==> src/rtl/sdram_burst_arbiter_pkg.sv <==
// Shared definitions for the SDRAM burst arbiter: FSM encoding and default geometry.
package sdram_burst_arbiter_pkg;

    typedef enum logic [1:0] {
        StIdle = 2'd0,
        StCmd  = 2'd1,
        StXfer = 2'd2,
        StDone = 2'd3
    } arb_state_e;

    localparam int unsigned DefNumReq   = 3;
    localparam int unsigned DefAddrW    = 20;
    localparam int unsigned DefDataW    = 32;
    localparam int unsigned DefBurstLen = 8;

endpackage

==> src/rtl/sdram_burst_arbiter_rr_pick.sv <==
// Combinational round-robin picker: first requester after i_last (wrapping) wins.
module rr_pick #(
    parameter int unsigned NUM_REQ = 3,
    parameter int unsigned IDX_W   = (NUM_REQ > 1) ? $clog2(NUM_REQ) : 1
) (
    input  logic [NUM_REQ-1:0] i_req,
    input  logic [IDX_W-1:0]   i_last,
    output logic [NUM_REQ-1:0] o_winner,
    output logic [IDX_W-1:0]   o_idx,
    output logic               o_found
);

    // Walk the ring starting one past the previous owner; first hit wins.
    always_comb begin
        logic [IDX_W-1:0] r_scan;
        o_winner = '0;
        o_idx    = '0;
        o_found  = 1'b0;
        r_scan   = i_last;
        for (int k = 0; k < int'(NUM_REQ); k++) begin
            r_scan = (r_scan == IDX_W'(NUM_REQ - 1)) ? '0 : r_scan + 1'b1;
            if (!o_found && i_req[r_scan]) begin
                o_found          = 1'b1;
                o_winner[r_scan] = 1'b1;
                o_idx            = r_scan;
            end
        end
    end

endmodule

==> src/rtl/sdram_burst_arbiter.sv <==
// Burst-granular round-robin arbiter sharing one SDRAM command port among requesters.
module sdram_burst_arbiter
    import sdram_burst_arbiter_pkg::*;
#(
    parameter int unsigned NUM_REQ   = DefNumReq,
    parameter int unsigned ADDR_W    = DefAddrW,
    parameter int unsigned DATA_W    = DefDataW,
    parameter int unsigned BURST_LEN = DefBurstLen
) (
    input  logic                      clk,
    input  logic                      rst,
    input  logic [NUM_REQ-1:0]        req,
    input  logic [NUM_REQ-1:0]        req_we,
    input  logic [NUM_REQ*ADDR_W-1:0] req_addr,
    input  logic [NUM_REQ*DATA_W-1:0] req_wdata,
    output logic [NUM_REQ-1:0]        grant,
    output logic [NUM_REQ-1:0]        wbeat,
    output logic [DATA_W-1:0]         rdata,
    output logic [NUM_REQ-1:0]        rvalid,
    output logic [NUM_REQ-1:0]        done,
    output logic                      mem_cmd_valid,
    input  logic                      mem_cmd_ready,
    output logic                      mem_cmd_we,
    output logic [ADDR_W-1:0]         mem_cmd_addr,
    output logic [DATA_W-1:0]         mem_wdata,
    input  logic                      mem_wdata_ready,
    input  logic [DATA_W-1:0]         mem_rdata,
    input  logic                      mem_rvalid,
    output logic                      err_stray
);

    localparam int unsigned IDX_W = (NUM_REQ > 1) ? $clog2(NUM_REQ) : 1;
    localparam int unsigned CNT_W = $clog2(BURST_LEN + 1);
    localparam logic [IDX_W-1:0] LastRst = IDX_W'(NUM_REQ - 1);
    localparam logic [CNT_W-1:0] CntLast = CNT_W'(BURST_LEN);

    arb_state_e         r_state, w_state_nxt;
    logic [NUM_REQ-1:0] r_grant, w_grant_nxt;
    logic [IDX_W-1:0]   r_idx, w_idx_nxt;
    logic [IDX_W-1:0]   r_last, w_last_nxt;
    logic [CNT_W-1:0]   r_cnt, w_cnt_nxt;
    logic               r_cmd_we, w_cmd_we_nxt;
    logic [ADDR_W-1:0]  r_cmd_addr, w_cmd_addr_nxt;
    logic               r_err;

    logic [NUM_REQ-1:0] w_pick_onehot;
    logic [IDX_W-1:0]   w_pick_idx;
    logic               w_pick_found;
    logic               w_pick_we;
    logic [ADDR_W-1:0]  w_pick_addr;
    logic               w_wr_xfer;
    logic               w_rd_xfer;
    logic               w_beat;
    logic               w_stray;
    logic [CNT_W-1:0]   w_cnt_inc;

    rr_pick #(
        .NUM_REQ (NUM_REQ),
        .IDX_W   (IDX_W)
    ) u_rr_pick (
        .i_req    (req),
        .i_last   (r_last),
        .o_winner (w_pick_onehot),
        .o_idx    (w_pick_idx),
        .o_found  (w_pick_found)
    );

    // Select the winner's command fields with constant slices.
    always_comb begin
        w_pick_we   = 1'b0;
        w_pick_addr = '0;
        for (int i = 0; i < int'(NUM_REQ); i++) begin
            if (w_pick_idx == IDX_W'(i)) begin
                w_pick_we   = req_we[i];
                w_pick_addr = req_addr[i*ADDR_W +: ADDR_W];
            end
        end
    end

    assign w_wr_xfer = (r_state == StXfer) && r_cmd_we;
    assign w_rd_xfer = (r_state == StXfer) && !r_cmd_we;
    assign w_beat    = (w_wr_xfer && mem_wdata_ready) || (w_rd_xfer && mem_rvalid);
    assign w_stray   = (mem_rvalid && !w_rd_xfer) || (mem_wdata_ready && !w_wr_xfer);
    assign w_cnt_inc = r_cnt + 1'b1;

    // Next-state logic: grant on IDLE, wait for command accept, count beats, pulse done.
    always_comb begin
        w_state_nxt    = r_state;
        w_grant_nxt    = r_grant;
        w_idx_nxt      = r_idx;
        w_last_nxt     = r_last;
        w_cnt_nxt      = r_cnt;
        w_cmd_we_nxt   = r_cmd_we;
        w_cmd_addr_nxt = r_cmd_addr;
        unique case (r_state)
            StIdle: begin
                if (w_pick_found) begin
                    w_grant_nxt    = w_pick_onehot;
                    w_idx_nxt      = w_pick_idx;
                    w_cmd_we_nxt   = w_pick_we;
                    w_cmd_addr_nxt = w_pick_addr;
                    w_state_nxt    = StCmd;
                end
            end
            StCmd: begin
                if (mem_cmd_ready) begin
                    w_cnt_nxt   = '0;
                    w_state_nxt = StXfer;
                end
            end
            StXfer: begin
                if (w_beat) begin
                    w_cnt_nxt = w_cnt_inc;
                    if (w_cnt_inc == CntLast) begin
                        w_state_nxt = StDone;
                    end
                end
            end
            StDone: begin
                w_last_nxt  = r_idx;
                w_grant_nxt = '0;
                w_state_nxt = StIdle;
            end
            default: w_state_nxt = StIdle;
        endcase
    end

    // State registers; reset aborts any burst without a done pulse.
    always_ff @(posedge clk or posedge rst) begin
        if (rst) begin
            r_state    <= StIdle;
            r_grant    <= '0;
            r_idx      <= '0;
            r_last     <= LastRst;
            r_cnt      <= '0;
            r_cmd_we   <= 1'b0;
            r_cmd_addr <= '0;
            r_err      <= 1'b0;
        end else begin
            r_state    <= w_state_nxt;
            r_grant    <= w_grant_nxt;
            r_idx      <= w_idx_nxt;
            r_last     <= w_last_nxt;
            r_cnt      <= w_cnt_nxt;
            r_cmd_we   <= w_cmd_we_nxt;
            r_cmd_addr <= w_cmd_addr_nxt;
            r_err      <= r_err | w_stray;
        end
    end

    // Owner-routed strobes and the write-data mux on the registered owner index.
    always_comb begin
        wbeat     = (w_wr_xfer && mem_wdata_ready) ? r_grant : '0;
        rvalid    = (w_rd_xfer && mem_rvalid) ? r_grant : '0;
        done      = (r_state == StDone) ? r_grant : '0;
        mem_wdata = '0;
        for (int i = 0; i < int'(NUM_REQ); i++) begin
            if (r_idx == IDX_W'(i)) begin
                mem_wdata = req_wdata[i*DATA_W +: DATA_W];
            end
        end
    end

    assign grant         = r_grant;
    assign rdata         = mem_rdata;
    assign mem_cmd_valid = (r_state == StCmd);
    assign mem_cmd_we    = r_cmd_we;
    assign mem_cmd_addr  = r_cmd_addr;
    assign err_stray     = r_err;

endmodule
==> config.mk <==
export PLATFORM = sky130hd
export DESIGN_NAME = sdram_burst_arbiter
export DESIGN_NICKNAME = d
export VERILOG_FILES = /design/src/rtl/sdram_burst_arbiter_pkg.sv /design/src/rtl/sdram_burst_arbiter_rr_pick.sv /design/src/rtl/sdram_burst_arbiter.sv
export SDC_FILE = /design/constraint.sdc
export NUM_CORES = 1
export LEC_CHECK = 0
export ABC_AREA = 1
export CORE_AREA = 2 2 115 117
export CTS_CLUSTER_SIZE = 8
export DETAILED_ROUTE_END_ITERATION = 6
export DIE_AREA = 0 0 117 119
export PLACE_DENSITY = 0.65
export SETUP_SLACK_MARGIN = 0.4
export SYNTH_ARGS = -nofsm -noshare
export SYNTH_HDL_FRONTEND = slang
export SYNTH_SLANG_ARGS = --single-unit
==> constraint.sdc <==
create_clock -name clk -period 4.9 [get_ports clk]
set_input_delay 0.49 -clock clk [delete_from_list [all_inputs] [get_ports clk]]
set_output_delay 0.49 -clock clk [all_outputs]
set_load 0.02 [all_outputs]
# After elaboration in Yosys (flattened, before gate mapping)

Index checks and enable logic that the tools add are counted.

Register bits after elaboration: 35
Input port bits: 199
Output and inout bits: 99

Add/sub/neg operators: 4
Magnitude comparators: 6
Equality and inequality tests: 15
Mux-type cells: 46
Bitwise logic cells: 3
Reductions and logical operators: 27

Operator list:

| kind                  | count |
|---|---|
| $mux W32              | 3 |
| $mux W20              | 3 |
| $mux W3               | 7 |
| $mux W2               | 10 |
| $eq A2 B2 Y1 const B  | 7 |
| $mux W1               | 12 |
| $logic_and A1 B1 Y1   | 11 |
| $lt A2 B3 Y1 const B  | 3 |
| $mux W4               | 2 |
| $pmux W2 S4           | 1 |
| $pmux W4 S2           | 1 |
| $add A2 B1 Y2 const B | 3 |
| $bmux W1 S2           | 3 |
| $demux W1 S2          | 3 |
| $eq A2 B1 Y1 const B  | 3 |
| $ge A2 B1 Y1 const B  | 3 |
| $logic_not A2 Y1      | 3 |
| $ne A2 B1 Y1 const B  | 3 |
| $or A3 B3 Y3          | 2 |
| $pmux W3 S2           | 1 |
| $logic_not A1 Y1      | 5 |
| $add A4 B1 Y4 const B | 1 |
| $eq A4 B4 Y1 const B  | 1 |
| $reduce_and A2 Y1     | 2 |
| 6 further kinds       | 8 |

# Longest topological paths before layout

Gate-level depths: netlist of the first run.

Depth in word-level cells: 15
Depth in mapped cells: 12
Gate-level depth less buffers: 12

# Hierarchy

Synthesis of the first run repeated with hierarchy kept, for this count alone.

Cells, all modules: 457
Area total of the unflattened synthesis: 2950.3 sq um

By module, submodules not included:

| module              | instances | cells an instance | area an instance (sq um) |
|---|---|---|---|
| sdram_burst_arbiter | 1         | 419               | 2762.6 |
| rr_pick             | 1         | 38                | 187.7 |

# Worst setup path before layout of the first run

OpenSTA, ideal clock, no wires.

Path type: register -> output
Start: reg r_state[0]
End: out wbeat[0]
Data arrival time: 1.215 ns
Data required time: 4.410 ns
Path slack: 3.195 ns
Stages on the path, launching flop included: 5
Cells stage by stage: dfrtp_1 inv_1 ha_1 nand3_1 nor2_1

Word-level cells in the longest chain between the ends: 4

Ends and longest elaborated chain:

| item                     | RTL line                   | text |
|---|---|---|
| start: declaration       | sdram_burst_arbiter.sv:37  | `arb_state_e r_state, w_state_nxt;` |
| start signal: assignment | sdram_burst_arbiter.sv:131 | `r_state <= StIdle;` |
| start signal: assignment | sdram_burst_arbiter.sv:140 | `r_state <= w_state_nxt;` |
| $eq A2 B2 Y1             | sdram_burst_arbiter.sv:80  | `assign w_wr_xfer = (r_state == StXfer) && r_cmd_we;` |
| $logic_and A1 B1 Y1      | sdram_burst_arbiter.sv:80  |  |
| $logic_and A1 B1 Y1      | sdram_burst_arbiter.sv:153 | `wbeat = (w_wr_xfer && mem_wdata_ready) ? r_grant : '0;` |
| $mux W3                  | sdram_burst_arbiter.sv:153 |  |
| end: declaration         | sdram_burst_arbiter.sv:17  | `output logic [NUM_REQ-1:0] wbeat,` |

Every way passes these cells.

# Worst setup path in the final report of the first run

Start: reg r_idx[0]
End: out mem_wdata[25]

Word-level cells in the longest chain between the ends: 4
Elaborated cells on any way between the ends: 6
Classes of those cells: 2 x eq/ne; 3 x mux; 1 x reduce/logical

Ends and longest elaborated chain:

| item                     | RTL line                   | text |
|---|---|---|
| start: declaration       | sdram_burst_arbiter.sv:39  | `logic [IDX_W-1:0] r_idx, w_idx_nxt;` |
| start signal: assignment | sdram_burst_arbiter.sv:142 | `r_idx <= w_idx_nxt;` |
| $logic_not A2 Y1         | sdram_burst_arbiter.sv:158 | `if (r_idx == IDX_W'(i)) begin` |
| $mux W32 (2 in series)   | sdram_burst_arbiter.sv:158 |  |
| $mux W32 *               | sdram_burst_arbiter.sv:158 |  |
| end: declaration         | sdram_burst_arbiter.sv:25  | `output logic [DATA_W-1:0] mem_wdata,` |

Every way passes the cells marked *; elsewhere a longest branch is shown, timed or not.

==> key figures, run 1 <==
Outcome
  – Status: complete, no violations

Layout
  – Most common cell after layout, fill and taps aside: clkdlybuf4s50_1
  – Ant diodes: 0
  – Fraction of layout cells with a size suffix above 1: 3.44%
  – Most frequent cells in the layout: 233 x clkdlybuf4s50_1, 225 x nand2_1, 67 x nand3_1
  – Area grow syn2layout: 77.8%
  – Final instance area: 5410 um2
  – Non-filler cells, final: 873
  – Number of nets at the end of the flow: 901

Routing
  – Final wirelength: 13,100 um
  – Post-route ant nets: 0
  – Via count: 3,863
  – 1st-pass router iterations: 6
  – DR vias/cell: 4.42
  – DR iter-0 viols: 132
  – Drt wl/cell: 15.1 um
  – Number of remaining DRC errors: 0

Die
  – Initial Util: 23.6%
  – Die H: 119 um
  – Chip Width: 117 um
  – IO Pins: 298
  – # rows: 42
  – Die ar.: 13,900 um2
  – Core Footprint: 12,900 um2

Yosys
  – Xor and xnor fraction of the mapped netlist area: 0.576%
  – Post-synth top area cell: dfrtp_1
  – Top cell type's share of synthesized area: 28.0%
  – Distinct cells, synth: 33
  – Post-synthesis simple-gate area fraction: 48.2%
  – Synth area leaders: dfrtp_1 28%, nand2_1 28%, nand3_1 11%
  – Combinational family with the most area after synthesis: simple AND/OR/NAND/NOR gates
  – EDFF count, synth: 0
  – Post-Synthesis Cells: 505
  – Sequential area share after synthesis: 28.8%
  – Syn avg cell area: 6.02 um2
  – Synthesized Nets: 710
  – Main synth FF type: dfrtp_1
  – Adder-Cell Fraction of Synth Area: 2.47%
  – Netlist Area Pre-Place: 3040 um2
  – Synth Area in Compound Gates: 4.57%
  – Async set-reset flop share out of synthesis: 100%
  – Syn. warnings: 0
  – Multiplexer share of the synthesized area: 0%
  – Synth Register Bits: 35

Global route
  – Vias in the first global route: 3,822
  – Initial antenna violation count: 0
  – Gr usage total: 18.2%
  – Grt total ovfl: 0
  – First-pass GRT wire length: 19,600 um
  – Largest net degree at the start of global routing: 41

Timing
  – Slew HR: 15.2%
  – Fin. max-slew vios: 0
  – Clock Skew: 4.18 ps
  – Setup ws final: 1620 ps
  – Final hold viol count: 0
  – Period minus WS final: 3280 ps
  – Slew of the pin with the lowest slew margin: 1270 ps
  – Fraction of the cycle the final worst path needs: 67.0%
  – Achievable Freq: 0.305 GHz
  – RSZ-0062 raised after global routing: no
  – Setup violations, final: 0
  – Post-Route Setup TNS: 0 ps

Placed design
  – Dpl ws: 1910 ps
  – GP Congestion: 0.855
  – Port bufs: 233
  – Dpl hpwl: 10,800 um
  – Inst Count DP: 865
  – Post-Place Cell Area: 5270 um2

Clock tree
  – Worst skew pair latency: 280 ps
  – Root buffer cell: clkbuf_16
  – Total clock buffers created by CTS: 5
  – Post_cts resized: 0
  – Max clock buf depth: 2
  – Clock Sinks: 35
  – Reg clk slew, reported paths: 50 ps
  – Post-CTS Setup Bufs: 0
  – Hold_buf cts: 0
  – CTS tree: built
  – H-tree depth: 2

Setup path
  – Worst setup path endpoint: mem_wdata[25]
  – Worst Setup End Kind: output port
  – R2R Setup Slk: 2420 ps
  – Critical setup path kind: flop to output port
  – Critical R2R Launch: r_last[1]
  – Max FO, Critical Path: 32
  – Slowest CP cell: nor2_2
  – Worst setup path start: r_idx[0]
  – Largest stage delay, worst path: 980 ps
  – Worst setup SP type: flop
  – CP Cell Sequence: nor2_2 > nand2_1 > nand3_1 > clkdlybuf4s50_1
  – CP Data Arrival Time: 2790 ps
  – Critical Path RT: 4410 ps
  – Reg2Reg Depth: 10
  – Reg-to-reg endpoint: mem_cmd_addr[0]

Power
  – Static Leak: 2.47 nW
  – PD cells: 563 nW/um2
  – Peak supply drop: 0.280 mV

Hold path
  – Worst Hold Depth: 2
  – Hold Path Class: flop to flop

Flow run
  – Number of max-cap violations: 0
## final cells by class
class                   count  area [um2]
multi-input cells         387        1700
clock inverters             1        5.00
clock buffers               7         133
fillers                  1350        7470
repair buffers            236        2350
inverters                  31         116
well taps                 176         220
flip-flops and latches     35         877
## cells in the mapped netlist (2+ instances only)
master,number
nand3_1,67
or2_1,3
dfrtp_1,34
inv_2,4
nand4_1,3
clkbuf_1,11
buf_4,34
inv_1,27
nor2_1,49
nor2_2,3
a21oi_1,5
buf_2,4
o21ai_1,2
o21ai_0,7
buf_6,3
ha_1,6
or2_0,2
o22ai_1,2
nand2_1,225
## how the worst min path moves through the flow
stage,from,endpoint
detailed placement,err_stray,err_stray
global placement,err_stray,err_stray
finish,err_stray,err_stray
CTS,err_stray,err_stray
floorplan,r_cnt[3],r_cnt[3]
global route,err_stray,err_stray
## worst max-delay path, delay by kind of cell, from the launching register on
| family | cells | cell delay (ps) |
|---|---|---|
| simple gates | 3 | 1430 |
| flops | 1 | 430 |
| buf+inv | 1 | 640 |
## registers in the layout (all words and copies together), names as in the netlist
signal / cells
err_stray: 1
r_cnt: 4
r_last: 2
r_idx: 2
grant: 3
mem_cmd_addr: 20
r_state: 2
mem_cmd_we: 1
## per-layer routing
layer	global-route usage [%]	vias to the layer above	share of wire (%)
li1	-	1928	-
met2	32.7	179	50
met4	6.40	0	3.1
met3	6.06	29	9.4
met1	19.6	1727	37
met5	0	-	0
## report_power, final
part | internal (mW) | switching (mW) | total, mW
registers | 0.432 | 0.101 | 0.534
logic | 0.926 | 1.28 | 2.21
clock network | 0.188 | 0.115 | 0.303
## per-stage QoR
stage / utilization, % / hold slack (ps) / power [mW]
global route: 42.0 / 490 / 3.30
floorplan: - / 472 / 1.89
detailed placement: 40.9 / 457 / 2.76
CTS: 42.0 / 468 / 3.08
global placement: 40.9 / 452 / 2.71
finish: 42.0 / 459 / 3.04
## cells by family (layout without fill, tap and decap cells)
kind of cell,count (synthesis),in the layout
simple gates,356,356
xor+xnor,2,2
fa+ha+maj,6,6
buf+inv,83,275
compound gates,23,23
flops,35,35
No activity file was read; power rests on OpenSTA's default activity.
==> run 2, diff against run 1 <==
Settings changed: CORE_AREA 2 2 115 117 to 2 2 116 118, DIE_AREA 0 0 117 119 to 0 0 118 120, PLACE_DENSITY 0.65 to 0.67.
Clock period 4.9 ns to 2.97 ns, I/O delays scaled along.
==> run 2 against run 1 <==
Compared with the run above: sequential share of layout area down 0.29 points; register-to-register slack got worse by 1600 ps; sequential power up 66%; cell area rose by 1.8%; global-route usage down 1.0 points; first-iteration DRC count rose by 46%; cell count increased by 0.80%; combinational power rose by 65%; critical endpoint is now mem_wdata[31].
==> key figures, run 2 (synthesized netlist as in run 1, its figures left out) <==
Setup path
  – Max FO, Critical Path: 32
  – R2R Setup Slk: 840 ps
  – Critical R2R Launch: r_last[1]
  – Reg2Reg Depth: 11
  – CP Data Arrival Time: 2060 ps
  – Critical Path RT: 2670 ps
  – Worst Setup End Kind: output port
  – Reg-to-reg endpoint: mem_cmd_addr[19]
  – Worst setup SP type: flop
  – Critical setup path kind: flop to output port
  – Worst setup path start: r_idx[0]

Global route
  – Gr usage total: 17.2%
  – Initial antenna violation count: 2
  – Grt total ovfl: 0
  – Largest net degree at the start of global routing: 37
  – Vias in the first global route: 3,706
  – First-pass GRT wire length: 19,300 um

Die
  – Die ar.: 14,200 um2
  – Core Footprint: 13,000 um2
  – Chip Width: 118 um
  – IO Pins: 298
  – Die H: 120 um
  – # rows: 42
  – Initial Util: 23.4%

Clock tree
  – Clock Sinks: 35
  – Post-CTS Setup Bufs: 0
  – H-tree depth: 2
  – Reg clk slew, reported paths: 60 ps
  – Root buffer cell: clkbuf_16
  – Worst skew pair latency: 280 ps
  – Total clock buffers created by CTS: 5
  – Max clock buf depth: 2
  – Hold_buf cts: 0
  – Post_cts resized: 0
  – CTS tree: built

Timing
  – Setup violations, final: 0
  – Clock Skew: 4.21 ps
  – Achievable Freq: 0.424 GHz
  – Slew of the pin with the lowest slew margin: 517 ps
  – Final hold viol count: 0
  – RSZ-0062 raised after global routing: no
  – Fraction of the cycle the final worst path needs: 79.5%
  – Fin. max-slew vios: 0
  – Slew HR: 65.5%
  – Period minus WS final: 2360 ps
  – Post-Route Setup TNS: 0 ps

Routing
  – DR vias/cell: 4.33
  – 1st-pass router iterations: 4
  – DR iter-0 viols: 193
  – Drt wl/cell: 14.0 um
  – Number of remaining DRC errors: 0
  – Via count: 3,812
  – Post-route ant nets: 0
  – Final wirelength: 12,300 um

Layout
  – Max reg flops: 20
  – Number of nets at the end of the flow: 906
  – Area grow syn2layout: 81.0%
  – Non-filler cells, final: 880
  – Most common cell after layout, fill and taps aside: clkdlybuf4s50_1
  – Most frequent cells in the layout: 233 x clkdlybuf4s50_1, 225 x nand2_1, 67 x nand3_1
  – Fraction of layout cells with a size suffix above 1: 4.27%

Power
  – Sw frac: 47.1%
  – Switching pwr: 2.46 mW
  – Int Pwr: 2.76 mW
  – Peak supply drop: 0.473 mV
  – Clock share of power: 13.2%
  – Flop pwr share: 17.0%
  – PD cells: 947 nW/um2
  – Static Leak: 2.52 nW
  – Combinational fraction of design power: 69.9%

Flow run
  – Number of max-cap violations: 0

Placed design
  – Dpl hpwl: 9990 um
  – Inst Count DP: 870
  – Port bufs: 233
  – GP Congestion: 0.791

Outcome
  – Status: complete, no violations

Hold path
  – Hold Path Class: input port to asynchronous set/reset pin
[run 2: how the worst max path moves through the flow]
stage	end	slack [ps]
floorplan	mem_cmd_addr[19]	1280
global placement	mem_cmd_addr[19]	690
detailed placement	mem_cmd_addr[19]	670
CTS	mem_wdata[31]	470
global route	wbeat[0]	420
finish	mem_wdata[31]	610
[run 2: per-stage QoR]
stage | worst slack [ps] | area, um2 | hold WS, ps | utilization (%) | total power, mW
CTS | 468 | 5500 | 435 | 42.4 | 5.28
global route | 419 | 5500 | 506 | 42.4 | 5.67
global placement | 692 | 5310 | 453 | 40.9 | 4.55
detailed placement | 669 | 5310 | 451 | 40.9 | 4.57
finish | 610 | 5510 | 422 | 42.4 | 5.21
floorplan | 1280 | 3040 | 421 | - | 3.11
[run 2: per-layer routing]
metal  track usage, %  vias to the layer above  part of all wire (%)
li1                 -                     1940                     -
met2             29.7                      180                    48
met3             7.65                       20                    11
met5                0                        -                     0
met4             5.05                        0                   1.6
met1             19.0                     1672                    39
[run 2: power groups by stage]
stage / Clock [mW] / Sequential [mW] / Combinational [mW]
floorplan: 0 / 1.05 / 2.07
global placement: 0 / 0.892 / 3.66
detailed placement: 0 / 0.889 / 3.68
CTS: 0.705 / 0.888 / 3.69
global route: 0.724 / 0.921 / 4.02
finish: 0.687 / 0.884 / 3.64
[run 2: critical path, stage by stage, from the launching register on]
cell	delay, ps
dfrtp_1	430
nor2_2	120
buf_4	320
nand2_1	180
nand3_1	120
clkdlybuf4s50_1	610
[run 2: final cells by class]
type / count / area, um2
diodes: 2 / 5.00
clock buffers: 6 / 129
clock inverters: 2 / 60.1
fillers: 1360 / 7470
inverters: 31 / 116
multi-input cells: 387 / 1700
flip-flops and latches: 35 / 877
well taps: 176 / 220
repair buffers: 241 / 2400
==> run 3, diff against run 2 <==
Settings changed: CORE_AREA 2 2 116 118 to 2 2 117 119, DIE_AREA 0 0 118 120 to 0 0 119 121, PLACE_DENSITY 0.67 to 0.64.
Clock period 2.97 ns to 2.35 ns, I/O delays scaled along.
==> run 3 against run 2 <==
Compared with the run above: clock skew down 1.6 ps; highest routed layer unchanged; flip-flop and latch count unchanged; critical path type is now flop to flop; largest cell class unchanged; sequential power up 32%; core utilization up 2.9 points; wire length up 18%; die area up 1.7%; power up 40%; worst setup slack worse by 270 ps; hold slack worse by 61 ps; first-iteration DRC count down 22%; global-route usage up 0.61 points.
==> key figures, run 3 (synthesized netlist as in run 1, its figures left out) <==
Outcome
  – Status: complete, no violations

Setup path
  – Worst setup path start: r_last[1]
  – CP Cell Sequence: clkinv_4 > buf_4 > buf_4 > o211ai_1 > nand2_2 > inv_4 > buf_8 > nor2_1 > nor2_1 > nand2_1 > nand2_1
  – Worst setup SP type: flop
  – R2R Setup Slk: 340 ps
  – CP Data Arrival Time: 2230 ps
  – Largest stage delay, worst path: 620 ps
  – Critical R2R Launch: r_last[1]
  – Worst setup path endpoint: mem_cmd_addr[3]
  – Reg2Reg Depth: 11
  – Max FO, Critical Path: 15
  – Slowest CP cell: dfstp_2
  – Critical setup path kind: flop to flop
  – Critical Path RT: 2570 ps
  – Reg-to-reg endpoint: mem_cmd_addr[3]
  – Worst Setup End Kind: flop

Routing
  – Number of remaining DRC errors: 0
  – Drt wl/cell: 16.0 um
  – DR vias/cell: 4.61
  – DR iter-0 viols: 150
  – Post-route ant nets: 0
  – Final wirelength: 14,500 um
  – 1st-pass router iterations: 4
  – Via count: 4,173

Clock tree
  – Clock Sinks: 35
  – Root buffer cell: clkbuf_16
  – Max clock buf depth: 2
  – Worst skew pair latency: 280 ps
  – Hold_buf cts: 0
  – Total clock buffers created by CTS: 5
  – Reg clk slew, reported paths: 60 ps
  – H-tree depth: 2
  – CTS tree: built

Placed design
  – Post-Place Cell Area: 5360 um2
  – GP Congestion: 0.918
  – Dpl hpwl: 11,100 um
  – Port bufs: 233

Hold path
  – Hold Path Class: input port to asynchronous set/reset pin

Die
  – IO Pins: 298
  – Die ar.: 14,400 um2
  – Core Footprint: 13,100 um2
  – # rows: 42
  – Initial Util: 23.2%
  – Chip Width: 119 um
  – Die H: 121 um

Timing
  – Setup violations, final: 0
  – Period minus WS final: 2010 ps
  – Post-Route Setup TNS: 0 ps
  – Clock Skew: 2.61 ps
  – Achievable Freq: 0.498 GHz
  – Fraction of the cycle the final worst path needs: 85.4%
  – Hold_ws: 361 ps
  – RSZ-0062 raised after global routing: yes
  – Fin. max-slew vios: 0
  – Slew HR: 69.1%
  – Slew of the pin with the lowest slew margin: 463 ps
  – Final hold viol count: 0

Layout
  – Most frequent cells in the layout: 205 x nand2_1, 195 x clkdlybuf4s50_1, 53 x nand3_1
  – Final instance area: 5930 um2
  – Final Core Density: 45.3%
  – Fraction of layout cells with a size suffix above 1: 19.0%
  – FF+latch area: 880 um2
  – Most common cell after layout, fill and taps aside: nand2_1
  – # fillers: 1,343
  – Number of nets at the end of the flow: 929
  – Max reg flops: 20
  – Area grow syn2layout: 95.0%
  – Footprint of the multi-input gates: 1970 um2

Power
  – Static Leak: 2.76 nW
  – Int Pwr: 3.70 mW
  – Flop pwr share: 16.0%
  – Peak supply drop: 0.512 mV
  – Clock share of power: 10.5%
  – Combinational fraction of design power: 73.5%
  – Switching pwr: 3.61 mW
  – Sw frac: 49.4%
  – PD cells: 1230 nW/um2

Global route
  – Largest net degree at the start of global routing: 36
  – Grt total ovfl: 0
  – First-pass GRT wire length: 20,100 um
  – Initial antenna violation count: 4
  – Vias in the first global route: 4,042
  – Gr usage total: 17.8%

Flow run
  – Number of max-cap violations: 0
==> run 3: changes by cell type in the layout (fill, tap and decap cells not counted), moves of 4 or more <==
cell / previous run / this run
clkdlybuf4s15_2: 0 / 4
nor2_1: 47 / 38
nand2_2: 1 / 15
buf_12: 0 / 5
nand3_2: 1 / 12
buf_4: 7 / 18
buf_6: 1 / 7
clkbuf_2: 0 / 28
nor2_4: 1 / 7
nand2_1: 225 / 205
clkdlybuf4s50_1: 233 / 195
nand2_4: 0 / 5
nand3_1: 67 / 53
==> run 3: area by class of cell <==
type	count	share of cell area [%]
antenna	4	0.169
inverter	31	2.09
multi-input combinational	387	33.3
tap	176	3.71
sequential	35	14.8
clock inverter	3	0.738
timing repair buffer	264	43.1
clock buffer	5	2.11
==> run 3: worst min-delay path by stage <==
stage	from	end	slack (ps)	cells after the start
floorplan	mem_wdata_ready	err_stray	360	2
global placement	err_stray	err_stray	460	2
detailed placement	err_stray	err_stray	460	2
CTS	rst	mem_cmd_addr[14]	370	3
global route	rst	mem_cmd_addr[14]	410	3
finish	rst	mem_cmd_addr[14]	360	3
==> run 3: what timing repair did <==
item / CTS / global route
gates resized for setup: 51 / 140
pin swaps: 2 / 25
gates cloned: 0 / 5
setup endpoints to repair: 63 / 65
buffers inserted: 1 / 14
==> run 3: metal layers <==
metal	share of wire, %	track usage, %
met1	36	18.1
met2	52	32.0
met3	8.7	6.20
met4	4.0	9.30
met5	0	0
==> run 3: worst max-delay path, delay by kind of cell (launching register included) <==
family	cells	cell delay, ps
and+or+nand+nor	5	440
buffers and inverters	5	720
DFF	1	620
AOI/OAI and AO/OA	1	150
==> run 3: per-stage QoR <==
stage	std cells	total power [mW]	worst slack [ps]
floorplan	505	3.94	655
global placement	873	5.86	336
detailed placement	873	5.94	271
CTS	882	6.53	351
global route	904	7.87	258
finish	905	7.31	342
==> run 3: power by group through the flow <==
stage          logic (mW)  clock network, mW  registers [mW]
2_1_floorplan        2.61                  0            1.32
3_3_place_gp         4.73                  0            1.13
3_5_place_dp         4.81                  0            1.13
4_1_cts              4.61              0.788            1.13
5_1_grt              5.85              0.808            1.21
6_report             5.37              0.767            1.17
